--- src/rtl/isl51002_pkg.sv ---
// isl51002_pkg
//   Shared definitions for the ISL51002 timing-mode controller:
//   lock / config state enums, hv_in_config* field positions as the
//   frontend decodes them, and the vtotal tolerance helper.
package isl51002_pkg;

   typedef enum logic [1:0] {
      UNLOCKED = 2'd0,
      COUNTING = 2'd1,
      LOCKED   = 2'd2
   } lock_state_t;

   typedef enum logic {
      IDLE    = 1'b0,
      PENDING = 1'b1
   } cfg_state_t;

   // hv_in_config (word0)
   localparam int unsigned H_TOTAL_LSB     = 0;
   localparam int unsigned H_TOTAL_MSB     = 11;
   localparam int unsigned H_ACTIVE_LSB    = 12;
   localparam int unsigned H_ACTIVE_MSB    = 22;
   localparam int unsigned H_BACKPORCH_LSB = 23;
   localparam int unsigned H_BACKPORCH_MSB = 31;
   // hv_in_config2 (word1)
   localparam int unsigned V_TOTAL_LSB     = 0;
   localparam int unsigned V_TOTAL_MSB     = 10;
   localparam int unsigned V_ACTIVE_LSB    = 11;
   localparam int unsigned V_ACTIVE_MSB    = 21;
   localparam int unsigned V_BACKPORCH_LSB = 22;
   localparam int unsigned V_BACKPORCH_MSB = 31;
   // hv_in_config3 (word2)
   localparam int unsigned H_SYNCLEN_LSB   = 0;
   localparam int unsigned H_SYNCLEN_MSB   = 7;
   localparam int unsigned V_SYNCLEN_LSB   = 8;
   localparam int unsigned V_SYNCLEN_MSB   = 15;
   localparam int unsigned H_SYNC_POL_BIT  = 16;
   localparam int unsigned V_SYNC_POL_BIT  = 17;

   // |a - b| <= tol, evaluated as a 12-bit signed difference.
   function automatic logic vtotal_within(input logic [10:0] a,
                                          input logic [10:0] b,
                                          input int unsigned tol);
      logic signed [11:0] diff;
      logic [11:0]        mag;
      diff = $signed({1'b0, a}) - $signed({1'b0, b});
      mag  = diff[11] ? 12'(-diff) : 12'(diff);
      return (32'(mag) <= tol);
   endfunction

endpackage

--- src/rtl/isl51002_mode_ctrl_if.sv ---
// isl51002_mode_ctrl_if
//   CPU-side configuration handshake.
//   master (CPU):  drives cfg_wr_req (level) and cfg_word0..2,
//                  receives cfg_wr_ack (1-cycle pulse) and cfg_pending.
//   slave (ctrl):  the reverse.
interface isl51002_mode_ctrl_if;
   logic        cfg_wr_req;
   logic [31:0] cfg_word0;
   logic [31:0] cfg_word1;
   logic [31:0] cfg_word2;
   logic        cfg_wr_ack;
   logic        cfg_pending;

   modport master (
      output cfg_wr_req, cfg_word0, cfg_word1, cfg_word2,
      input  cfg_wr_ack, cfg_pending
   );

   modport slave (
      input  cfg_wr_req, cfg_word0, cfg_word1, cfg_word2,
      output cfg_wr_ack, cfg_pending
   );
endinterface

--- src/rtl/isl51002_cfg_shadow.sv ---
// isl51002_cfg_shadow
//   Captures CPU config words into a shadow on a req/ack handshake and
//   copies them to hv_in_config* atomically at a frame boundary.
//   Ports: PCLK_i / reset_n (async, active-low); cfg (handshake slave);
//          fe (frame edge strobe); mode_locked (registered lock state);
//          hv_in_config / hv_in_config2 / hv_in_config3 (applied words).
module isl51002_cfg_shadow
   import isl51002_pkg::*;
(
   input  logic                        PCLK_i,
   input  logic                        reset_n,
   isl51002_mode_ctrl_if.slave         cfg,
   input  logic                        fe,
   input  logic                        mode_locked,
   output logic [31:0]                 hv_in_config,
   output logic [31:0]                 hv_in_config2,
   output logic [31:0]                 hv_in_config3
);

   cfg_state_t  state;
   logic [31:0] shadow0;
   logic [31:0] shadow1;
   logic [31:0] shadow2;
   logic        apply;

   // Unlocked: the ack cycle is skipped, so the copy lands two cycles
   // after the ack. Locked: wait for the next frame edge.
   assign apply = (fe & mode_locked) | (~mode_locked & ~cfg.cfg_wr_ack);

   always_ff @(posedge PCLK_i or negedge reset_n) begin
      if (!reset_n) begin
         state           <= IDLE;
         shadow0         <= '0;
         shadow1         <= '0;
         shadow2         <= '0;
         hv_in_config    <= '0;
         hv_in_config2   <= '0;
         hv_in_config3   <= '0;
         cfg.cfg_wr_ack  <= 1'b0;
         cfg.cfg_pending <= 1'b0;
      end else begin
         cfg.cfg_wr_ack <= 1'b0;
         case (state)
            IDLE: begin
               if (cfg.cfg_wr_req) begin
                  shadow0         <= cfg.cfg_word0;
                  shadow1         <= cfg.cfg_word1;
                  shadow2         <= cfg.cfg_word2;
                  cfg.cfg_wr_ack  <= 1'b1;
                  cfg.cfg_pending <= 1'b1;
                  state           <= PENDING;
               end
            end
            PENDING: begin
               if (apply) begin
                  hv_in_config    <= shadow0;
                  hv_in_config2   <= shadow1;
                  hv_in_config3   <= shadow2;
                  cfg.cfg_pending <= 1'b0;
                  state           <= IDLE;
               end
            end
            default: state <= IDLE;
         endcase
      end
   end

endmodule

--- src/rtl/isl51002_mode_ctrl.sv ---
// isl51002_mode_ctrl
//   Timing-mode controller for the ISL51002 frontend (PCLK domain).
//   Qualifies mode stability from per-frame vtotal / interlace, drives
//   mode_locked and a sticky mode_irq, and owns hv_in_config*.
//   Ports: PCLK_i, reset_n (async, active-low); cfg (CPU handshake);
//          frame_change_i, vtotal_i, interlace_flag_i (frontend status);
//          hv_in_config* (applied config); mode_locked, mode_vtotal,
//          mode_irq (status); irq_clear (clears mode_irq).
module isl51002_mode_ctrl
   import isl51002_pkg::*;
#(
   parameter int unsigned STABLE_FRAMES = 3,
   parameter int unsigned VTOTAL_TOL    = 0,
   parameter logic [23:0] TIMEOUT_CYC   = 24'd4000000
) (
   input  logic                PCLK_i,
   input  logic                reset_n,
   isl51002_mode_ctrl_if.slave cfg,
   input  logic                frame_change_i,
   input  logic [10:0]         vtotal_i,
   input  logic                interlace_flag_i,
   output logic [31:0]         hv_in_config,
   output logic [31:0]         hv_in_config2,
   output logic [31:0]         hv_in_config3,
   output logic                mode_locked,
   output logic [10:0]         mode_vtotal,
   output logic                mode_irq,
   input  logic                irq_clear
);

   lock_state_t lock_state;
   logic        fc_prev;
   logic        fe;
   logic        ref_il;
   logic        match;
   logic [7:0]  stable_ctr;
   logic [23:0] to_ctr;
   logic        timeout_hit;
   logic        irq_set;

   assign fe    = frame_change_i & ~fc_prev;
   assign match = vtotal_within(vtotal_i, mode_vtotal, VTOTAL_TOL) &&
                  (interlace_flag_i == ref_il);

   // Fires once, on the cycle the counter reaches TIMEOUT_CYC; a frame
   // edge in that cycle takes precedence.
   assign timeout_hit = ~fe && (to_ctr == TIMEOUT_CYC - 24'd1);

   assign irq_set = (lock_state == LOCKED) &&
                    ((fe && !match) || timeout_hit);

   always_ff @(posedge PCLK_i or negedge reset_n) begin
      if (!reset_n) begin
         fc_prev     <= 1'b0;
         lock_state  <= UNLOCKED;
         stable_ctr  <= '0;
         to_ctr      <= '0;
         mode_locked <= 1'b0;
         mode_vtotal <= '0;
         ref_il      <= 1'b0;
         mode_irq    <= 1'b0;
      end else begin
         fc_prev <= frame_change_i;

         if (fe)
            to_ctr <= '0;
         else if (to_ctr != TIMEOUT_CYC)
            to_ctr <= to_ctr + 24'd1;

         if (fe) begin
            case (lock_state)
               UNLOCKED: begin
                  mode_vtotal <= vtotal_i;
                  ref_il      <= interlace_flag_i;
                  stable_ctr  <= '0;
                  lock_state  <= COUNTING;
               end
               COUNTING: begin
                  if (match) begin
                     if (stable_ctr == 8'(STABLE_FRAMES - 1)) begin
                        lock_state  <= LOCKED;
                        mode_locked <= 1'b1;
                     end else begin
                        stable_ctr <= stable_ctr + 8'd1;
                     end
                  end else begin
                     mode_vtotal <= vtotal_i;
                     ref_il      <= interlace_flag_i;
                     stable_ctr  <= '0;
                  end
               end
               LOCKED: begin
                  if (!match) begin
                     mode_vtotal <= vtotal_i;
                     ref_il      <= interlace_flag_i;
                     stable_ctr  <= '0;
                     lock_state  <= COUNTING;
                     mode_locked <= 1'b0;
                  end
               end
               default: begin
                  lock_state  <= UNLOCKED;
                  mode_locked <= 1'b0;
               end
            endcase
         end else if (timeout_hit) begin
            lock_state  <= UNLOCKED;
            stable_ctr  <= '0;
            mode_locked <= 1'b0;
         end

         if (irq_set)
            mode_irq <= 1'b1;
         else if (irq_clear)
            mode_irq <= 1'b0;
      end
   end

   isl51002_cfg_shadow u_cfg_shadow (
      .PCLK_i        (PCLK_i),
      .reset_n       (reset_n),
      .cfg           (cfg),
      .fe            (fe),
      .mode_locked   (mode_locked),
      .hv_in_config  (hv_in_config),
      .hv_in_config2 (hv_in_config2),
      .hv_in_config3 (hv_in_config3)
   );

endmodule

--- src/flat_wrapper.sv ---
// flat-port wrapper written by rule: the top's interface ports become plain ports
module isl51002_mode_ctrl_flat import isl51002_pkg::*;
#(
   parameter int unsigned STABLE_FRAMES = 3,
   parameter int unsigned VTOTAL_TOL    = 0,
   parameter logic [23:0] TIMEOUT_CYC   = 24'd4000000
)
  (PCLK_i, reset_n, frame_change_i, vtotal_i, interlace_flag_i, hv_in_config, hv_in_config2, hv_in_config3, mode_locked, mode_vtotal, mode_irq, irq_clear, cfg_cfg_wr_req, cfg_cfg_word0, cfg_cfg_word1, cfg_cfg_word2, cfg_cfg_wr_ack, cfg_cfg_pending);
  isl51002_mode_ctrl_if cfg_i ();
  input  logic PCLK_i;
  input  logic reset_n;
  input  logic frame_change_i;
  input  logic [10:0] vtotal_i;
  input  logic interlace_flag_i;
  output logic [31:0] hv_in_config;
  output logic [31:0] hv_in_config2;
  output logic [31:0] hv_in_config3;
  output logic mode_locked;
  output logic [10:0] mode_vtotal;
  output logic mode_irq;
  input  logic irq_clear;
  input wire logic [$bits(cfg_i.cfg_wr_req)-1:0] cfg_cfg_wr_req;
  input wire logic [$bits(cfg_i.cfg_word0)-1:0] cfg_cfg_word0;
  input wire logic [$bits(cfg_i.cfg_word1)-1:0] cfg_cfg_word1;
  input wire logic [$bits(cfg_i.cfg_word2)-1:0] cfg_cfg_word2;
  output wire logic [$bits(cfg_i.cfg_wr_ack)-1:0] cfg_cfg_wr_ack;
  output wire logic [$bits(cfg_i.cfg_pending)-1:0] cfg_cfg_pending;
  assign cfg_i.cfg_wr_req = cfg_cfg_wr_req;
  assign cfg_i.cfg_word0 = cfg_cfg_word0;
  assign cfg_i.cfg_word1 = cfg_cfg_word1;
  assign cfg_i.cfg_word2 = cfg_cfg_word2;
  assign cfg_cfg_wr_ack = cfg_i.cfg_wr_ack;
  assign cfg_cfg_pending = cfg_i.cfg_pending;
  isl51002_mode_ctrl #(.STABLE_FRAMES(STABLE_FRAMES), .VTOTAL_TOL(VTOTAL_TOL), .TIMEOUT_CYC(TIMEOUT_CYC)) u_core (.PCLK_i(PCLK_i), .reset_n(reset_n), .cfg(cfg_i), .frame_change_i(frame_change_i), .vtotal_i(vtotal_i), .interlace_flag_i(interlace_flag_i), .hv_in_config(hv_in_config), .hv_in_config2(hv_in_config2), .hv_in_config3(hv_in_config3), .mode_locked(mode_locked), .mode_vtotal(mode_vtotal), .mode_irq(mode_irq), .irq_clear(irq_clear));
endmodule
--- config.mk ---
export PLATFORM = sky130hd
export DESIGN_NAME = isl51002_mode_ctrl_flat
export DESIGN_NICKNAME = d
export VERILOG_FILES = /design/src/rtl/isl51002_pkg.sv /design/src/rtl/isl51002_mode_ctrl_if.sv /design/src/rtl/isl51002_cfg_shadow.sv /design/src/rtl/isl51002_mode_ctrl.sv /design/src/flat_wrapper.sv
export SDC_FILE = /design/constraint.sdc
export NUM_CORES = 1
export LEC_CHECK = 0
export CORE_MARGIN = 1
export CORE_UTILIZATION = 30
export DETAILED_ROUTE_END_ITERATION = 8
export GPL_ROUTABILITY_DRIVEN = 0
export MAX_ROUTING_LAYER = met4
export PLACE_DENSITY = 0.62
export SLEW_MARGIN = 20
export SYNTH_ARGS = -nofsm -noshare
export SYNTH_HDL_FRONTEND = slang
export SYNTH_SLANG_ARGS = --single-unit
--- constraint.sdc ---
create_clock -name PCLK_i -period 4.77 [get_ports PCLK_i]
set_input_delay 0.954 -clock PCLK_i [delete_from_list [all_inputs] [get_ports PCLK_i]]
set_output_delay 0.954 -clock PCLK_i [all_outputs]
set_load 0.05 [all_outputs]
==> metrics.md, run 1 <==
| Metric | Value |
|---|---|
| Largest stage delay, worst path | `~0.44 ns` |
| Relative slew slack | `between 30% and 40%` |
| WL/cell | `between 15 and 20 µm` |
| Clock Path Buffers | `3` |
| Crit-path max FO | `12` |
| R2R setup slack | `about 1.1 ns` |
| Period minus WS final | `around 4.2 ns` |
| Slew @ Worst Pin | `approximately 1 ns` |
| Hold Buf Count CTS | `0` |
| Num CTS Buffers | `29` |
| Reg2reg path depth | `11` |
| CP endpoint kind | `flop` |
| Routed vias/inst | `4.618` |
| Cell taking the most area after synthesis | `dfrtp_1` |
| Synth Flop Type | `dfrtp_1` |
| Overflow after GRT | `0` |
| Filler cells | `3263` |
| Nets@finish | `1145` |
| Post-CTS setup buffers | `0` |
| Synth Instances | `about 770` |
| Synth Area in XOR/XNOR | `2.080%` |
| Routed via count | `6871` |
| Critical Setup Path Class | `in2reg` |
| Max-slew violation count | `0` |
| Antenna violations before repair | `1` |
| Final Power | `between 10000 and 15000 µW` |
| Commonest cells in the netlist | `244 x dfrtp_1, 195 x mux2_2, 36 x nor2_1` |
| Vias in the first global route | `around 7000` |
| Clock Skews | `about 0.016 ns` |
| Synthesized cell area | `~11000 µm²` |
| GRT Total Usage | `between 10% and 20%` |
| RSZ-0062 raised after global routing | `no` |
| Final wirelength | `~24000 µm` |
| Crit path DAT | `around 4.6 ns` |
| Largest net degree at the start of global routing | `104` |
| Mux contribution to synthesized area | `between 20% and 30%` |
| Dominant combinational cell family by area after synthesis | `multiplexers` |
| Sink Count | `between 200 and 250` |
| First-pass GRT wire length | `between 30000 and 40000 µm` |
| Static leakage | `slightly above 0.006 µW` |
| Cells along the critical path | `clkdlybuf4s50_1 > inv_1 > ha_1 > inv_1 > fa_1 > a211oi_2 > o21ai_1 > a221o_1 > or4_4 > a221oi_2 > and3_1 > a21o_4 > mux2_2` |
| Max_cap viols | `0` |
| Die extent in x | `around 190 µm` |
| CP endpoint | `u_core.mode_vtotal[10]` |
| Simple-Gate Fraction of Synth Area | `6.916%` |
| Row Count | `68` |
| RR Endpoint | `u_core.mode_vtotal[10]` |
| TNS Setup | `0 ns` |
| Post-synth cell types | `60` |
| Layout cell share with drive strength beyond 1 | `between 20% and 30%` |
| Post-Place Setup Slack | `approximately 0.032 ns` |
| Setup violations, final | `0` |
| Core Area | `34540 µm²` |
| Syn Nets | `approximately 900` |
| Area contributors post-synth | `dfrtp_1 58%, mux2_2 21%, ha_1 2.3%` |
| Starting DRT DRC Count | `201` |
| Fin crit share | `between 80% and 90%` |
| Die area | `~36000 µm²` |
| Port-buffer cells | `between 200 and 250` |
| Die Y | `189.3 µm` |
| Synth async-reset ratio | `between 90% and 100%` |
| Post-synthesis sequential area ratio | `between 50 and 60%` |
| Yosys warning total | `0` |
| Post-route DRC | `0` |
| Crit-path slowest cell | `clkdlybuf4s50_1` |
| Required @ worst endpoint | `approximately 5.2 ns` |
| CP startpoint | `vtotal_i[0]` |
| Most common cell in the netlist | `dfrtp_1` |
| CP Buf/Inv Count | `3` |
| Post-synthesis compound-gate area fraction | `under 10%` |
| Crit path max-delay family | `compound AO/OA/AOI/OAI gates` |
| I/O pins | `224` |
| Cts repair resizes | `0` |
| H-tree levels | `1` |
| Peak supply drop | `0.4199 mV` |
| Syn-to-layout area delta | `35.35%` |
| P per Cell Area | `roughly 750 nW/µm²` |
| Number of synthesized flops with an enable pin | `0` |
| Class of the worst hold path | `in2async` |
| Final hold violation count | `0` |
| Register bit count reported by yosys | `between 200 and 250` |
| Worst r2r src | `u_core.mode_vtotal[0]` |
| CTS tree | `done` |
| Drt first pass iters | `4` |
| Root buffer cell | `clkbuf_16` |
| Fmax | `roughly 240 MHz` |
| Detail Route Antenna Nets | `0` |
| Worst-path clk slew | `approximately 0.06 ns` |
| Levels on crit path | `13` |
| Status | `finished, final reports clean` |
| Layout Utilization | `about two fifths` |
| Mapped Avg Cell Area | `13.60 µm²` |
| Post-route setup slack | `about 0.54 ns` |
| Initial Util | `between 30% and 40%` |
| CP most frequent cell | `inv_1` |
| Post-Synth Adder-Cell Area | `between 2 and 2.5%` |
| Clock latency on the worst-skew pair | `between 0.5 and 0.6 ns` |
| Critical Path Source Type | `input port` |
| Final HPWL from detailed placement | `between 15000 and 20000 µm` |
| Hold Slack | `approximately 0.40 ns` |
| Synth top area share | `between 50% and 60%` |
[metal layers]
| layer | vias to the layer above | global-route usage [%] | wire length (µm) | share of wire (%) |
|---|---|---|---|---|
| met1 | 3454 | 16.70 | 10190 | 43 |
| met2 | 148 | 20.93 | 10850 | 46 |
| met3 | 31 | 5.561 | 2210 | 9.3 |
| met4 | 0 | 3.350 | 414 | 1.7 |
| met5 | - | - | 0 | 0 |
| li1 | 3238 | - | - | - |
[worst register-to-register path: stages (launching register included)]
cell,delay (ns)
dfrtp_1,0.38
ha_1,0.19
inv_1,0.06
fa_1,0.41
a211oi_2,0.37
o21ai_1,0.18
a221o_1,0.37
or4_4,0.43
a221oi_2,0.30
and3_1,0.24
a21o_4,0.28
mux2_2,0.36
[area by class of cell]
class | count | area (µm²) | area share, %
Tap cell | 455 | 569.3 | 3.995
Clock inverter | 9 | 81.33 | 0.5707
Inverter | 25 | 93.84 | 0.6585
Clock buffer | 42 | 824.5 | 5.786
Timing Repair Buffer | 236 | 2360 | 16.56
Antenna cell | 1 | 2.502 | 0.01756
Sequential cell | 244 | 6106 | 42.84
Multi-Input combinational cell | 476 | 4214 | 29.57
[metrics by stage]
stage | instance area [µm²] | instances
finish | 14250 | 1488
global route | 14250 | 1488
CTS | 14250 | 1487
detailed placement | 13340 | 1436
global placement | 13340 | 1436
floorplan | 10530 | 774
[flip-flops by register name, summed over array words and instances (netlist names)]
register / cells
u_core.mode_vtotal: 11
u_core.ref_il: 1
u_core.u_cfg_shadow.cfg.cfg_pending: 1
u_core.u_cfg_shadow.state: 1
u_core.u_cfg_shadow.shadow1: 32
u_core.mode_irq: 1
u_core.lock_state: 2
u_core.u_cfg_shadow.shadow0: 32
u_core.fc_prev: 1
u_core.u_cfg_shadow.hv_in_config2: 32
u_core.u_cfg_shadow.shadow2: 32
u_core.u_cfg_shadow.hv_in_config: 32
u_core.u_cfg_shadow.hv_in_config3: 32
u_core.mode_locked: 1
u_core.stable_ctr: 8
u_core.to_ctr: 24
u_core.u_cfg_shadow.cfg.cfg_wr_ack: 1
[cell usage in the layout (no fill, tap or decap), drive strengths merged, types with 18 or more instances in the layout]
cell type      instances
nor2                  36
o21ai                 20
nand3                 18
ha                    19
xor2                  18
clkdlybuf4s50        222
mux2                 205
inv                   25
clkbuf                42
nand2                 28
dfrtp                244
[report_power, final]
group          internal [µW]  total, µW  switching, µW
Sequential              3000       3470            471
Clock                   1240       2100            853
Combinational           2190       5150           2960
[cell families (layout without fill, tap and decap cells)]
group / count (synthesis) / in the layout
DFF: 244 / 244
muxes: 205 / 205
and+or+nand+nor: 142 / 142
AOI/OAI and AO/OA: 84 / 84
buffers and inverters: 54 / 312
xor gates and xnor gates: 25 / 25
adders and majority gates: 20 / 20
other: 0 / 1
[worst min-delay path by stage]
stage                                             start                                    to  slack [ns]  cells past startpoint
detailed placement  u_core.u_cfg_shadow.cfg.cfg_pending   u_core.u_cfg_shadow.cfg.cfg_pending        0.48                      1
global placement    u_core.u_cfg_shadow.cfg.cfg_pending   u_core.u_cfg_shadow.cfg.cfg_pending        0.48                      1
CTS                                             reset_n                 u_core.mode_vtotal[3]        0.49                      1
finish                                          reset_n                 u_core.mode_vtotal[2]        0.40                      1
global route                                    reset_n                 u_core.mode_vtotal[2]        0.46                      1
floorplan                u_core.u_cfg_shadow.shadow1[0]  u_core.u_cfg_shadow.hv_in_config2[0]        0.48                      1
Note: power is estimated with default switching activity, not from simulation.
==> run 2, diff against run 1 <==
--- a/config.mk
+++ b/config.mk
@@ -5,12 +5,15 @@
 export SDC_FILE = /design/constraint.sdc
 export NUM_CORES = 1
 export LEC_CHECK = 0
+export CAP_MARGIN = 15
 export CORE_MARGIN = 1
 export CORE_UTILIZATION = 30
+export CTS_BUF_LIST = sky130_fd_sc_hd__clkbuf_16
 export DETAILED_ROUTE_END_ITERATION = 8
 export GPL_ROUTABILITY_DRIVEN = 0
 export MAX_ROUTING_LAYER = met4
 export PLACE_DENSITY = 0.62
+export SETUP_SLACK_MARGIN = 0.1
 export SLEW_MARGIN = 20
 export SYNTH_ARGS = -nofsm -noshare
 export SYNTH_HDL_FRONTEND = slang
==> run 2 against run 1 <==
Sequential power hardly changed. Clock power shrank 5%. Count of clock-buffer cells in the layout down 13. Global-route usage is essentially flat. Highest routed layer unchanged.
==> metrics.md, run 2 (synthesized netlist as in run 1, its figures left out) <==
| Metric | Value |
|---|---|
| I/O pins | `224` |
| Slew @ Worst Pin | `0.9751 ns` |
| TNS Setup | `0 ns` |
| H-tree levels | `1` |
| Post-route DRC | `0` |
| Overflow after GRT | `0` |
| Class of the worst hold path | `in2async` |
| Num CTS Buffers | `29` |
| Final hold violation count | `0` |
| CP endpoint | `u_core.mode_vtotal[10]` |
| Switch Pwr | `4284 µW` |
| Critical Setup Path Class | `in2reg` |
| Status | `finished, final reports clean` |
| Clock latency on the worst-skew pair | `between 0.5 and 0.6 ns` |
| Max-slew violation count | `0` |
| RR Endpoint | `u_core.mode_vtotal[10]` |
| Final wirelength | `roughly 24000 µm` |
| Root buffer cell | `clkbuf_16` |
| Largest stage delay, worst path | `roughly 0.44 ns` |
| Drt first pass iters | `4` |
| Routed via count | `6857` |
| Levels on crit path | `13` |
| GRT Total Usage | `13.67%` |
| Crit-path slowest cell | `clkdlybuf4s50_1` |
| CP endpoint kind | `flop` |
| Reg2reg path depth | `11` |
| Filler cells | `3268` |
| RSZ-0062 raised after global routing | `no` |
| Worst-path clk slew | `about 0.06 ns` |
| Crit-path max FO | `12` |
| Max_cap viols | `0` |
| Peak supply drop | `about 0.42 mV` |
| Nets@finish | `about 1100` |
| Post-CTS setup buffers | `0` |
| Port-buffer cells | `~220` |
| Sink Count | `about 240` |
| Core Area | `about 35000 µm²` |
| CP Buf/Inv Count | `3` |
| Placed instance count | `between 1000 and 1500` |
| Crit path max-delay family | `compound AO/OA/AOI/OAI gates` |
| P per Cell Area | `~750 nW/µm²` |
| Static leakage | `about 0.0061 µW` |
| Clock Path Buffers | `3` |
| Fmax | `around 240 MHz` |
| Die extent in x | `~190 µm` |
| Crit path DAT | `roughly 4.6 ns` |
| CP startpoint | `vtotal_i[0]` |
| Hold Buf Count CTS | `0` |
| Clock Skews | `around 0.015 ns` |
| Row Count | `between 60 and 70` |
| Detail Route Antenna Nets | `0` |
| Fin crit share | `88.58%` |
| Antenna violations before repair | `1` |
| Required @ worst endpoint | `roughly 5.2 ns` |
| Die Y | `189.3 µm` |
| CTS tree | `done` |
| Routed vias/inst | `about 4.6` |
| Vias in the first global route | `about 7100` |
| Reg power frac | `between 30% and 40%` |
| Switching Fraction | `around two fifths` |
| Final std cells w/o fill | `between 1000 and 1500` |
| Largest net degree at the start of global routing | `104` |
| Setup violations, final | `0` |
| Relative slew slack | `between 30% and 40%` |
| Cts repair resizes | `0` |
| CP most frequent cell | `inv_1` |
| Layout cell share with drive strength beyond 1 | `26.55%` |
| Final HPWL from detailed placement | `roughly 16000 µm` |
| Critical Path Source Type | `input port` |
| First-pass GRT wire length | `roughly 38000 µm` |
| Starting DRT DRC Count | `198` |
| Commonest non-fill, non-tap cell in the layout | `dfrtp_1` |
| Worst r2r src | `u_core.mode_vtotal[0]` |
| Syn-to-layout area delta | `34.88%` |
| Most frequent cells in the layout | `244 x dfrtp_1, 222 x clkdlybuf4s50_1, 195 x mux2_2` |
| Clock power frac | `between 10% and 20%` |
| R2R setup slack | `about 1.1 ns` |
| Combinational share of power | `48.5%` |
| Int Pwr | `approximately 6300 µW` |
| Initial Util | `30.48%` |
| Cells along the critical path | `clkdlybuf4s50_1 > inv_1 > ha_1 > inv_1 > fa_1 > a211oi_2 > o21ai_1 > a221o_1 > or4_4 > a221oi_2 > and3_1 > a21o_4 > mux2_2` |
| Period minus WS final | `around 4.2 ns` |
| Die area | `about 36000 µm²` |
| WL/cell | `15.92 µm` |
run 2: changes by cell type in the layout (fill, tap and decap cells not counted):
cell	previous run	this run
clkbuf_8	5	0
inv_1	25	33
clkinv_1	0	5
clkbuf_1	8	0
run 2: layout make-up:
| cell class | count | area [µm²] | area share, % |
|---|---|---|---|
| inverters | 25 | 93.84 | 0.6608 |
| well taps | 455 | 569.3 | 4.009 |
| repair buffers | 236 | 2360 | 16.62 |
| clock inverters | 22 | 130.1 | 0.9163 |
| diodes | 1 | 2.502 | 0.01762 |
| flip-flops and latches | 244 | 6106 | 43.00 |
| multi-input cells | 476 | 4214 | 29.67 |
| clock buffers | 29 | 725.7 | 5.110 |
run 2: worst min path at each step:
stage                                                   start                                    to  slack (ns)  cells after the start
final                                                 reset_n                 u_core.mode_vtotal[2]        0.40                      1
after global routing                                  reset_n                 u_core.mode_vtotal[2]        0.46                      1
after CTS                                             reset_n                 u_core.mode_vtotal[3]        0.49                      1
after detailed placement  u_core.u_cfg_shadow.cfg.cfg_pending   u_core.u_cfg_shadow.cfg.cfg_pending        0.48                      1
after global placement    u_core.u_cfg_shadow.cfg.cfg_pending   u_core.u_cfg_shadow.cfg.cfg_pending        0.48                      1
after floorplan                u_core.u_cfg_shadow.shadow1[0]  u_core.u_cfg_shadow.hv_in_config2[0]        0.48                      1
run 2: metrics by stage:
step / util (%) / area [µm²] / hold WS [ns] / worst slack [ns] / power (µW)
2_1_floorplan: - / 10530 / 0.4767 / 0.6305 / 7047
3_3_place_gp: 38.63 / 13340 / 0.4765 / 0.1311 / 8635
3_5_place_dp: 38.63 / 13340 / 0.4835 / 0.03244 / 8710
4_1_cts: 41.10 / 14200 / 0.4875 / 0.5902 / 10780
5_1_grt: 41.11 / 14200 / 0.4611 / 0.3682 / 11230
6_report: 41.11 / 14200 / 0.3988 / 0.5445 / 10630
run 2: power by group through the flow:
stage | Sequential, µW | Clock [µW] | Combinational (µW)
final | 3470 | 2000 | 5150
after global routing | 3600 | 2170 | 5460
after CTS | 3490 | 2080 | 5220
after detailed placement | 3510 | 0 | 5200
after global placement | 3470 | 0 | 5170
after floorplan | 5060 | 0 | 1980
run 2: layer usage:
metal | routed length [µm] | vias to the layer above | GRT usage (%)
met4 | 414 | 0 | 3.350
met5 | 0 | - | -
li1 | - | 3238 | -
met3 | 2197 | 31 | 5.561
met1 | 10230 | 3442 | 16.71
met2 | 10850 | 146 | 20.93
